===== src/rtl/mem_region_map.sv =====
// Per-channel tag-region lookup with runtime-programmable table; optional table lock via MEM_REGION_MAP_LOCK_EN.
// Latency: 1 cycle, fully pipelined, one lookup per channel per cycle.
// Backpressure: none; responses and fault capture are unconditional.
module mem_region_map #(
    parameter int NUM_CH      = 2,
    parameter int NUM_REGIONS = 4,
    parameter int ADDR_W      = 32,
    parameter int TAG_W       = 10,
    parameter int FCNT_W      = 8
) (
    input  logic                       clk,
    input  logic                       rst,
    input  logic [NUM_CH-1:0]          req_valid,
    input  logic [NUM_CH*ADDR_W-1:0]   req_addr,
    output logic [NUM_CH-1:0]          resp_valid,
    output logic [NUM_CH-1:0]          resp_cache_en,
    output logic [NUM_CH-1:0]          resp_valid_addr,
    output logic [NUM_CH*4-1:0]        resp_region,
    input  logic                       cfg_we,
    input  logic [3:0]                 cfg_idx,
`ifdef MEM_REGION_MAP_LOCK_EN
    input  logic [2*TAG_W+2:0]         cfg_wdata,
    output logic                       cfg_locked,
`else
    input  logic [2*TAG_W+1:0]         cfg_wdata,
`endif
    output logic [NUM_CH-1:0]          fault,
    output logic [NUM_CH*ADDR_W-1:0]   fault_addr,
    output logic [NUM_CH*FCNT_W-1:0]   fault_cnt,
    input  logic [NUM_CH-1:0]          fault_clr
);

    logic [NUM_REGIONS-1:0][TAG_W-1:0] base_q;
    logic [NUM_REGIONS-1:0][TAG_W-1:0] mask_q;
    logic [NUM_REGIONS-1:0]            en_q;
    logic [NUM_REGIONS-1:0]            cache_q;

    logic [NUM_CH-1:0][ADDR_W-1:0]     ch_addr;
    logic [NUM_CH-1:0][TAG_W-1:0]      ch_tag;
    logic [NUM_CH-1:0]                 hit;
    logic [NUM_CH-1:0]                 hit_cache;
    logic [NUM_CH-1:0][3:0]            hit_idx;

    logic [NUM_CH-1:0]                 fault_q, fault_d;
    logic [NUM_CH-1:0][ADDR_W-1:0]     fault_addr_q, fault_addr_d;
    logic [NUM_CH-1:0][FCNT_W-1:0]     fault_cnt_q, fault_cnt_d;

    logic                              cfg_wr;
    logic [TAG_W-1:0]                  wr_base;
    logic [TAG_W-1:0]                  wr_mask;
    logic                              wr_cache;
    logic                              wr_en;

    assign wr_base  = cfg_wdata[TAG_W-1:0];
    assign wr_mask  = cfg_wdata[2*TAG_W-1:TAG_W];
    assign wr_cache = cfg_wdata[2*TAG_W];
    assign wr_en    = cfg_wdata[2*TAG_W+1];

`ifdef MEM_REGION_MAP_LOCK_EN
    logic locked_q;

    assign cfg_wr     = cfg_we & ~locked_q;
    assign cfg_locked = locked_q;

    // Lock is set by the same write that carries it, so that write still lands.
    always_ff @(posedge clk or posedge rst) begin
        if (rst) begin
            locked_q <= 1'b0;
        end else if (cfg_wr && cfg_wdata[2*TAG_W+2]) begin
            locked_q <= 1'b1;
        end
    end
`else
    assign cfg_wr = cfg_we;
`endif

    genvar g;
    generate
        for (g = 0; g < NUM_CH; g++) begin : g_ch
            assign ch_addr[g] = req_addr[g*ADDR_W +: ADDR_W];
            assign ch_tag[g]  = ch_addr[g][ADDR_W-1 -: TAG_W];
        end
    endgenerate

    // Region table; reset contents reproduce the legacy fixed map (tags 0, 1, 2).
    always_ff @(posedge clk or posedge rst) begin
        if (rst) begin
            for (int r = 0; r < NUM_REGIONS; r++) begin
                base_q[r]  <= (r < 3) ? TAG_W'(r) : '0;
                mask_q[r]  <= (r < 3) ? '1 : '0;
                en_q[r]    <= (r < 3);
                cache_q[r] <= (r == 0) || (r == 2);
            end
        end else begin
            for (int r = 0; r < NUM_REGIONS; r++) begin
                if (cfg_wr && (cfg_idx == 4'(r))) begin
                    base_q[r]  <= wr_base;
                    mask_q[r]  <= wr_mask;
                    en_q[r]    <= wr_en;
                    cache_q[r] <= wr_cache;
                end
            end
        end
    end

    // Scan from the top down so the lowest matching index is the one left standing.
    always_comb begin
        hit       = '0;
        hit_cache = '0;
        hit_idx   = '0;
        for (int c = 0; c < NUM_CH; c++) begin
            for (int r = NUM_REGIONS - 1; r >= 0; r--) begin
                if (en_q[r] && ((ch_tag[c] & mask_q[r]) == (base_q[r] & mask_q[r]))) begin
                    hit[c]       = 1'b1;
                    hit_cache[c] = cache_q[r];
                    hit_idx[c]   = 4'(r);
                end
            end
        end
    end

    always_ff @(posedge clk or posedge rst) begin
        if (rst) begin
            resp_valid      <= '0;
            resp_cache_en   <= '0;
            resp_valid_addr <= '0;
            resp_region     <= '0;
        end else begin
            resp_valid <= req_valid;
            for (int c = 0; c < NUM_CH; c++) begin
                if (req_valid[c]) begin
                    resp_cache_en[c]       <= hit_cache[c];
                    resp_valid_addr[c]     <= hit[c];
                    resp_region[c*4 +: 4]  <= hit_idx[c];
                end
            end
        end
    end

    // Clear is applied before a coincident new fault, so that fault becomes the first one.
    always_comb begin
        fault_d      = fault_q;
        fault_addr_d = fault_addr_q;
        fault_cnt_d  = fault_cnt_q;
        for (int c = 0; c < NUM_CH; c++) begin
            if (fault_clr[c]) begin
                fault_d[c]      = 1'b0;
                fault_addr_d[c] = '0;
                fault_cnt_d[c]  = '0;
            end
            if (req_valid[c] && !hit[c]) begin
                if (!fault_d[c]) begin
                    fault_addr_d[c] = ch_addr[c];
                end
                fault_d[c] = 1'b1;
                if (fault_cnt_d[c] != '1) begin
                    fault_cnt_d[c] = fault_cnt_d[c] + 1'b1;
                end
            end
        end
    end

    always_ff @(posedge clk or posedge rst) begin
        if (rst) begin
            fault_q      <= '0;
            fault_addr_q <= '0;
            fault_cnt_q  <= '0;
        end else begin
            fault_q      <= fault_d;
            fault_addr_q <= fault_addr_d;
            fault_cnt_q  <= fault_cnt_d;
        end
    end

    assign fault      = fault_q;
    assign fault_addr = fault_addr_q;
    assign fault_cnt  = fault_cnt_q;

endmodule


===== config.mk =====
export PLATFORM = sky130hd
export DESIGN_NAME = mem_region_map
export DESIGN_NICKNAME = d
export VERILOG_FILES = /design/src/rtl/mem_region_map.sv
export SDC_FILE = /design/constraint.sdc
export NUM_CORES = 1
export LEC_CHECK = 0
export ABC_AREA = 1
export BUFFER_PORTS_ARGS = -buffer_cell sky130_fd_sc_hd__buf_2
export CAP_MARGIN = 20
export CORE_ASPECT_RATIO = 2
export CORE_MARGIN = 2
export CORE_UTILIZATION = 45
export DETAILED_ROUTE_END_ITERATION = 12
export PLACE_DENSITY = 0.75
export SYNTH_ARGS = -nofsm -noshare
export SYNTH_HDL_FRONTEND = slang
export SYNTH_SLANG_ARGS = --single-unit

===== constraint.sdc =====
create_clock -name clk -period 19.95 [get_ports clk]
set_clock_uncertainty 0.1 [all_clocks]
set_input_delay 4.9875 -clock clk [delete_from_list [all_inputs] [get_ports clk]]
set_output_delay 4.9875 -clock clk [all_outputs]
set_load 0.01 [all_outputs]

# Word-level counts from Yosys, hierarchy flattened
# Index checks and enable logic that the tools add are counted.
# W data, S select, Z words.
dict set report word_totals {
  word_cells 112
  rom_bits 0
  out_inout_bits 96
  register_bits 184
  latch_bits 0
  mem_count 0
  inputBits 97
  ramBits 0
}
dict set report op_classes {
  n_shift 0
  multipliers 0
  order_cmp 0
  n_eq_ne 13
  n_reduce_logical 17
  n_addsub 2
  bitwise 12
  n_mux 40
  div 0
}
# cell n
set ops {}
lappend ops {{$mux W32} 6}
lappend ops {{$and A10 B10 Y10} 12}
lappend ops {{$eq A10 B10 Y1} 8}
lappend ops {{$mux W8} 6}
lappend ops {{$mux W4} 6}
lappend ops {{$mux W1} 20}
lappend ops {{$add A8 B1 Y8 const B} 2}
lappend ops {{$ne A8 B8 Y1 const B} 2}
lappend ops {{$logic_and A1 B1 Y1} 14}
lappend ops {{$eq A4 B2 Y1 const B} 2}
lappend ops {{$eq A4 B1 Y1 const B} 1}
lappend ops {{$logic_not A4 Y1} 1}
lappend ops {{$mux W2} 2}
lappend ops {{$logic_not A1 Y1} 2}

# Depth between registers and ports, before layout
# Gate-level depths: netlist (run 1).
dict set report logic_depth {
  depth_word 10
  ltp_mapped 14
  ltp_nobuf 14
}

# Worst setup path after synthesis (run 1)
# No wires, ideal clock.
dict set report synth_path {
  kind {in2reg}
  startpoint {input port fault_clr[1]}
  endpoint {register fault_cnt_q, in the netlist fault_cnt[14]}
  arrival_time_ps 6540
  cell_stages 13
  t_required_ps 19727
  setup_time_ps 123
  n_path_buf 2
  path_slack_ps 13187
  path_cell_list {buf_2 clkbuf_1 nor2_1 ha_1 inv_1 nor3_1 inv_1 nor3_1 inv_1 nand2_1 nand3_1 nand2_1 nand2_1}
}
# item line
set synth_rtl {}
lappend synth_rtl {{start: declaration} 30} ;# input logic [NUM_CH-1:0] fault_clr
lappend synth_rtl {{end signal: assignment} 171} ;# fault_cnt_q <= fault_cnt_d;
lappend synth_rtl {{end: declaration} 46} ;# logic [NUM_CH-1:0][FCNT_W-1:0] fault_cnt_q, fault_cnt_d;

==> results.tsv, run 1 <==
metric	value	unit
metal2 WL	13500	um
Comb power frac	28.9	%
Post CTS Setup Buffer Count	0	
Worst-Skew Late Latency	0.45	ns
total global routing overflow	0	
Sw Ratio	36.3	%
largest net degree at the start of global routing	102	
die width	111	um
nets	1711	
met3 routed WL	1880	um
Via Count	10000	
Critical Setup Path Class	input port to register	
initial antenna violation count	0	
CP Capture Type	register	
Tcrit/Tclk final	34.8	%
vias in the first global route	8936	
post_cts resized	0	
run status	finished, final reports clean	
Slew @ Worst Pin	1.00	ns
Power Density	104	nW/um2
utilization after layout	52.6	%
Synth Instances	1465	
worst-path fanout max	43	
setup ws final	13.01	ns
# H-tree levels	4	
detailed-route DRC error count	0	
Synth async-reset ratio	100	%
remaining antenna violation count after routing	0	
hold path depth	2	
Synth Register Bits	180	
crit start category	input port	
# fillers	2217	
Max Buffers Root-to-Sink	2	
first-pass iteration count of the detailed router	8	
Hold WC Path Type	register to register	
Data required, critical path	20.23	ns
min Tclk post-route	6.94	ns
Slew Viols, Final	0	
worst rel slew slack	33.2	%
unrepaired setup endpoints after global routing	no	
clock sinks	180	
die outline height	217	um
iteration-0 DRC count of the detailed router	1060	
WL final	29000	um
max-capacitance violation count	0	
WL/cell	15.2	um
CTS Root Cell	clkbuf_16	
Synth Cell Area	10200	um2
sw power	447	uW
Mapped Avg Cell Area	6.97	um2
Leakage Power	6.30	nW
setup violators final	0	
wire length on met1	12400	um
Post-Layout Inst Area	11800	um2
Place WS	12.63	ns
commonest cells after routing, fill and taps aside	nand2_1, o21ai_0, buf_2	
initial core utilization	45.5	%
Cell Area, Placed	11200	um2
row count	78	
Worst R2R Path Depth	10	
first-pass GRT wire length	46800	um
TritonCTS clock tree	done	
Seq/Total Area, Yosys	44.6	%
IO Pins	193	
Layout Area Growth over Synthesis	15.7	%
drt via density	5.24	
I/O Buffers	188	
DR top layer	met4	
final-report hold violation count	0	
RePlAce Congestion	0.966	
full die area	24000	um2
leading cell type in the layout, fill and taps excluded	nand2_1	
Tot GR Track Use	24.2	%
Fmax achieved	0.144	GHz
Primary FF master, synth	dfrtp_1	
Netlist cell types	38	
CTS Hold Buffers Added	0	
Synth warnings	0	
Int Pwr	786	uW
CP Data Arrival Time	7.22	ns
number of buffers created by CTS	17	
clock power share	28.6	%
sequential power share	42.5	%
Final Power	1.23	mW
Reg clk slew, reported paths	0.07	ns
setup_tns	0	ns
maximum vdd drop	0.0000633	V
dpl hpwl	20200	um
layout cells sized above 1	18.2	%
CORE AREA	22400	um2
EDFF count, synth	0	
==> Yosys cell counts, types with 2 or more instances <==
| master | n | area share (%) |
|---|---|---|
| ha_1 | 2 | 0.24 |
| nand4_1 | 16 | 0.98 |
| clkbuf_1 | 33 | 1.2 |
| buf_6 | 8 | 0.88 |
| o31ai_1 | 2 | 0.15 |
| o22ai_1 | 6 | 0.37 |
| nand3_2 | 3 | 0.29 |
| nand2_2 | 2 | 0.12 |
| xor2_1 | 5 | 0.43 |
| inv_1 | 167 | 6.1 |
| buf_2 | 14 | 0.69 |
| nand3_1 | 168 | 8.2 |
| nand2_1 | 470 | 17 |
| nor3_1 | 5 | 0.24 |
| o2111ai_1 | 2 | 0.17 |
| dfrtp_1 | 143 | 35 |
| or2_2 | 5 | 0.31 |
| nor2_1 | 132 | 4.9 |
| inv_2 | 12 | 0.44 |
| nor3_2 | 4 | 0.39 |
| a21oi_1 | 5 | 0.24 |
| o21ai_1 | 8 | 0.39 |
| buf_4 | 9 | 0.66 |
| dfstp_2 | 37 | 9.5 |
| clkbuf_2 | 2 | 0.098 |
| o221ai_1 | 2 | 0.17 |
| nor2_2 | 4 | 0.24 |
| o21ai_0 | 189 | 9.3 |
==> critical path, cell delays in order <==
cell and delay [ns]:
buf_2 0.12, inv_1 0.10, nor2_1 0.18, nor2_1 0.07, nand2_1 0.11, nor2_1 0.07, nand2_1 0.14, nand2_4 0.28
nor2_4 0.84, nand2_1 0.18, nand2_1 0.13
==> cell families (layout without fill, tap and decap cells) <==
logic type      after synthesis  count (layout)  share of synthesized area [%]
compound gates              215             215                           10.8
xor+xnor                      5               5                          0.429
fa+ha+maj                     2               2                          0.245
buf+inv                     247             404                           10.2
flops                       180             180                           44.6
other cells                   1               6                         0.0367
simple gates                815             815                           33.7
==> flip-flops by register name (all words and copies together), names as in the netlist <==
signal and flops:
resp_region 4, resp_valid_addr 2, fault_addr 64, fault_cnt 16
fault 2, resp_cache_en 2, resp_valid 2, base_q 40
cache_q 4, mask_q 40, en_q 4
==> cell type report <==
class	instances	area [um2]	share of cell area, %
Multi-Input combinational cell	1041	4650	39.4
Tap cell	280	350	2.97
Clock inverter	6	116	0.985
Antenna cell	2	5.00	0.0424
Clock buffer	26	489	4.14
Sequential cell	180	4550	38.5
Timing Repair Buffer	192	971	8.22
Inverter	180	683	5.78
==> per-stage QoR <==
stage	cells	hold slack (ns)
global route	1905	0.420
CTS	1905	0.385
detailed placement	1873	0.368
finish	1907	0.379
floorplan	1468	0.353
global placement	1873	0.361
==> per-layer routing <==
layer,global-route usage [%],vias to the layer above
li1,-,4925
met1,32.8,4611
met4,11.5,0
met3,4.20,66
met2,37.8,398
met5,0,-
==> power by group through the flow <==
stage	Sequential, mW	Combinational [mW]	Clock, mW
2_1_floorplan	0.532	0.229	0
3_3_place_gp	0.526	0.350	0
3_5_place_dp	0.528	0.355	0
4_1_cts	0.523	0.356	0.358
5_1_grt	0.534	0.404	0.372
6_report	0.524	0.357	0.352
==> final timing paths <==
kind	startpoint	slack [ns]	end
max	req_addr[61]	13.01	fault_addr[60]$_DFF_PP0_
min	resp_cache_en[0]$_DFFE_PP0P_	0.38	resp_cache_en[0]$_DFFE_PP0P_
max reg2reg	mask_q[27]$_DFFE_PP1P_	17.17	fault_addr[60]$_DFF_PP0_
min reg2reg	resp_cache_en[0]$_DFFE_PP0P_	0.38	resp_cache_en[0]$_DFFE_PP0P_
max in group asynchronous	rst	13.55	en_q[3]$_DFFE_PP0P_
min in group asynchronous	rst	4.64	resp_region[0]$_DFFE_PP0P_
Power figures use the tool's default switching activity.
==> run 2: changes to the inputs <==
PLACE_DENSITY = 0.78   (was 0.75)
clock period = 6 ns   (was 19.95 ns; I/O delays follow)
==> results.tsv, run 2 (synthesis results as in run 1) <==
metric	value	unit	change
max-capacitance violation count	0		unchanged
detailed-route DRC error count	0		unchanged
WL final	28900	um	-0.51%
Fmax achieved	0.289	GHz	
row count	78		unchanged
final-report hold violation count	0		unchanged
post_cts resized	0		unchanged
setup violators final	0		unchanged
CORE AREA	22400	um2	unchanged
Power Density	345	nW/um2	+230%
CP Capture Type	register		
die outline height	217	um	unchanged
sequential power share	42.9	%	+0.4 points
total global routing overflow	0		unchanged
CTS Root Cell	clkbuf_16		
Critical Setup Path Class	input port to register		
drt via density	5.15		-1.7%
Post CTS Setup Buffer Count	0		unchanged
# fillers	2245		+1.3%
Multi-input gate area	4650	um2	unchanged
Comb power frac	29.1	%	+0.2 points
largest net degree at the start of global routing	148		+45%
die width	111	um	unchanged
Leakage Power	6.30	nW	about the same
initial antenna violation count	1		+1
layout cells sized above 1	18.3	%	+0.12 points
register area	4550	um2	unchanged
min Tclk post-route	3.46	ns	
initial core utilization	45.5	%	unchanged
crit start category	input port		
dpl hpwl	20300	um	about the same
CTS Hold Buffers Added	0		unchanged
maximum vdd drop	0.000270	V	+330%
Int Pwr	2.60	mW	+230%
commonest cells after routing, fill and taps aside	nand2_1, o21ai_0, buf_2		
CP Data Arrival Time	3.73	ns	-3.49 ns
Sw Ratio	36.2	%	-0.085 points
IO Pins	193		unchanged
Data required, critical path	6.28	ns	-13.95 ns
full die area	24000	um2	unchanged
vias in the first global route	8990		+0.60%
sw power	1.47	mW	+230%
# H-tree levels	4		unchanged
leading cell type in the layout, fill and taps excluded	nand2_1		
Worst-Skew Late Latency	0.44	ns	about the same
first-pass iteration count of the detailed router	6		-2
run status	finished, final reports clean		
unrepaired setup endpoints after global routing	no		
nets	1711		unchanged
Layout Area Growth over Synthesis	15.6	%	about the same
iteration-0 DRC count of the detailed router	1040		-1.9%
register-to-register setup slack	3.24	ns	-13.93 ns
remaining antenna violation count after routing	0		unchanged
clock sinks	180		unchanged
worst rel slew slack	34.2	%	+1.0 points
Max Buffers Root-to-Sink	2		unchanged
TritonCTS clock tree	done		
max reg flops	64		unchanged
setup_tns	0	ns	unchanged
Slew @ Worst Pin	0.985	ns	-0.0175 ns
WL/cell	15.2	um	-0.40%
Reg clk slew, reported paths	0.06	ns	about the same
ant diodes	0		-2
number of buffers created by CTS	17		unchanged
Tcrit/Tclk final	57.6	%	
Slew Viols, Final	0		unchanged
Crit path largest cell delay	0.79	ns	-0.05 ns
I/O Buffers	188		unchanged
Placed Cells	1873		unchanged
clock power share	28.0	%	-0.6 points
Finished Layout Cells	1905		-0.10%
Hold WC Path Type	register to register		
Worst R2R Path Depth	11		+1
Tot GR Track Use	24.1	%	-0.14 points
CP max-delay cell	nor2_4		
hold path depth	2		unchanged
RePlAce Congestion	0.982		+1.6%
Critical Path, Cell by Cell	buf_2, inv_1, nand3_1, nand4_1, a21oi_1, nand3_1, nand3_2, buf_4, nor2_4, nand2_1, nand2_1		
worst-path fanout max	43		unchanged
first-pass GRT wire length	46600	um	-0.59%
Via Count	9817		-1.8%
-- run 2: path summary, 6_finish.rpt --
path | start | end
worst max-delay path | req_addr[61] | fault_addr[45]$_DFF_PP0_
worst min-delay path | resp_cache_en[1]$_DFFE_PP0P_ | resp_cache_en[1]$_DFFE_PP0P_
worst max register to register | mask_q[16]$_DFFE_PP1P_ | fault_addr[45]$_DFF_PP0_
worst min register to register | resp_cache_en[1]$_DFFE_PP0P_ | resp_cache_en[1]$_DFFE_PP0P_
max in group asynchronous | rst | fault_cnt[2]$_DFF_PP0_
min in group asynchronous | rst | fault_addr[47]$_DFF_PP0_
-- run 2: critical path, delay by kind of cell --
family / cells / cell delay (ns)
AND/OR/NAND/NOR: 7 / 1.56
buffers and inverters: 3 / 0.57
AO/OA/AOI/OAI: 1 / 0.08
-- run 2: area by class of cell --
type,count,share of cell area [%]
clock buffer,23,3.96
clock inverter,9,1.07
inverter,180,5.77
multi-input combinational,1041,39.4
sequential,180,38.5
tap,280,2.97
timing repair buffer,192,8.33
-- run 2: through the flow --
stage	power, mW	utilization, %	area, um2	hold WS (ns)	setup WS, ns
final	4.07	52.6	11800	0.387	2.54
after global routing	4.33	52.6	11800	0.418	2.35
after CTS	4.08	52.6	11800	0.388	2.58
after detailed placement	2.94	50.0	11200	0.367	2.13
after global placement	2.91	50.0	11200	0.360	2.11
after floorplan	2.53	-	10200	0.353	2.12
-- run 2: metal layers --
layer / global-route usage, % / vias up / part of all wire, %
met5: 0 / - / 0
met4: 8.33 / 0 / 2.9
met3: 4.93 / 50 / 6.3
met2: 39.1 / 351 / 48
met1: 32.2 / 4493 / 43
li1: - / 4923 / -
-- run 2: power groups by stage --
stage | clock network (mW) | logic [mW] | registers [mW]
final | 1.14 | 1.18 | 1.74
after global routing | 1.21 | 1.35 | 1.78
after CTS | 1.16 | 1.18 | 1.74
after detailed placement | 0 | 1.18 | 1.76
after global placement | 0 | 1.16 | 1.75
after floorplan | 0 | 0.761 | 1.77
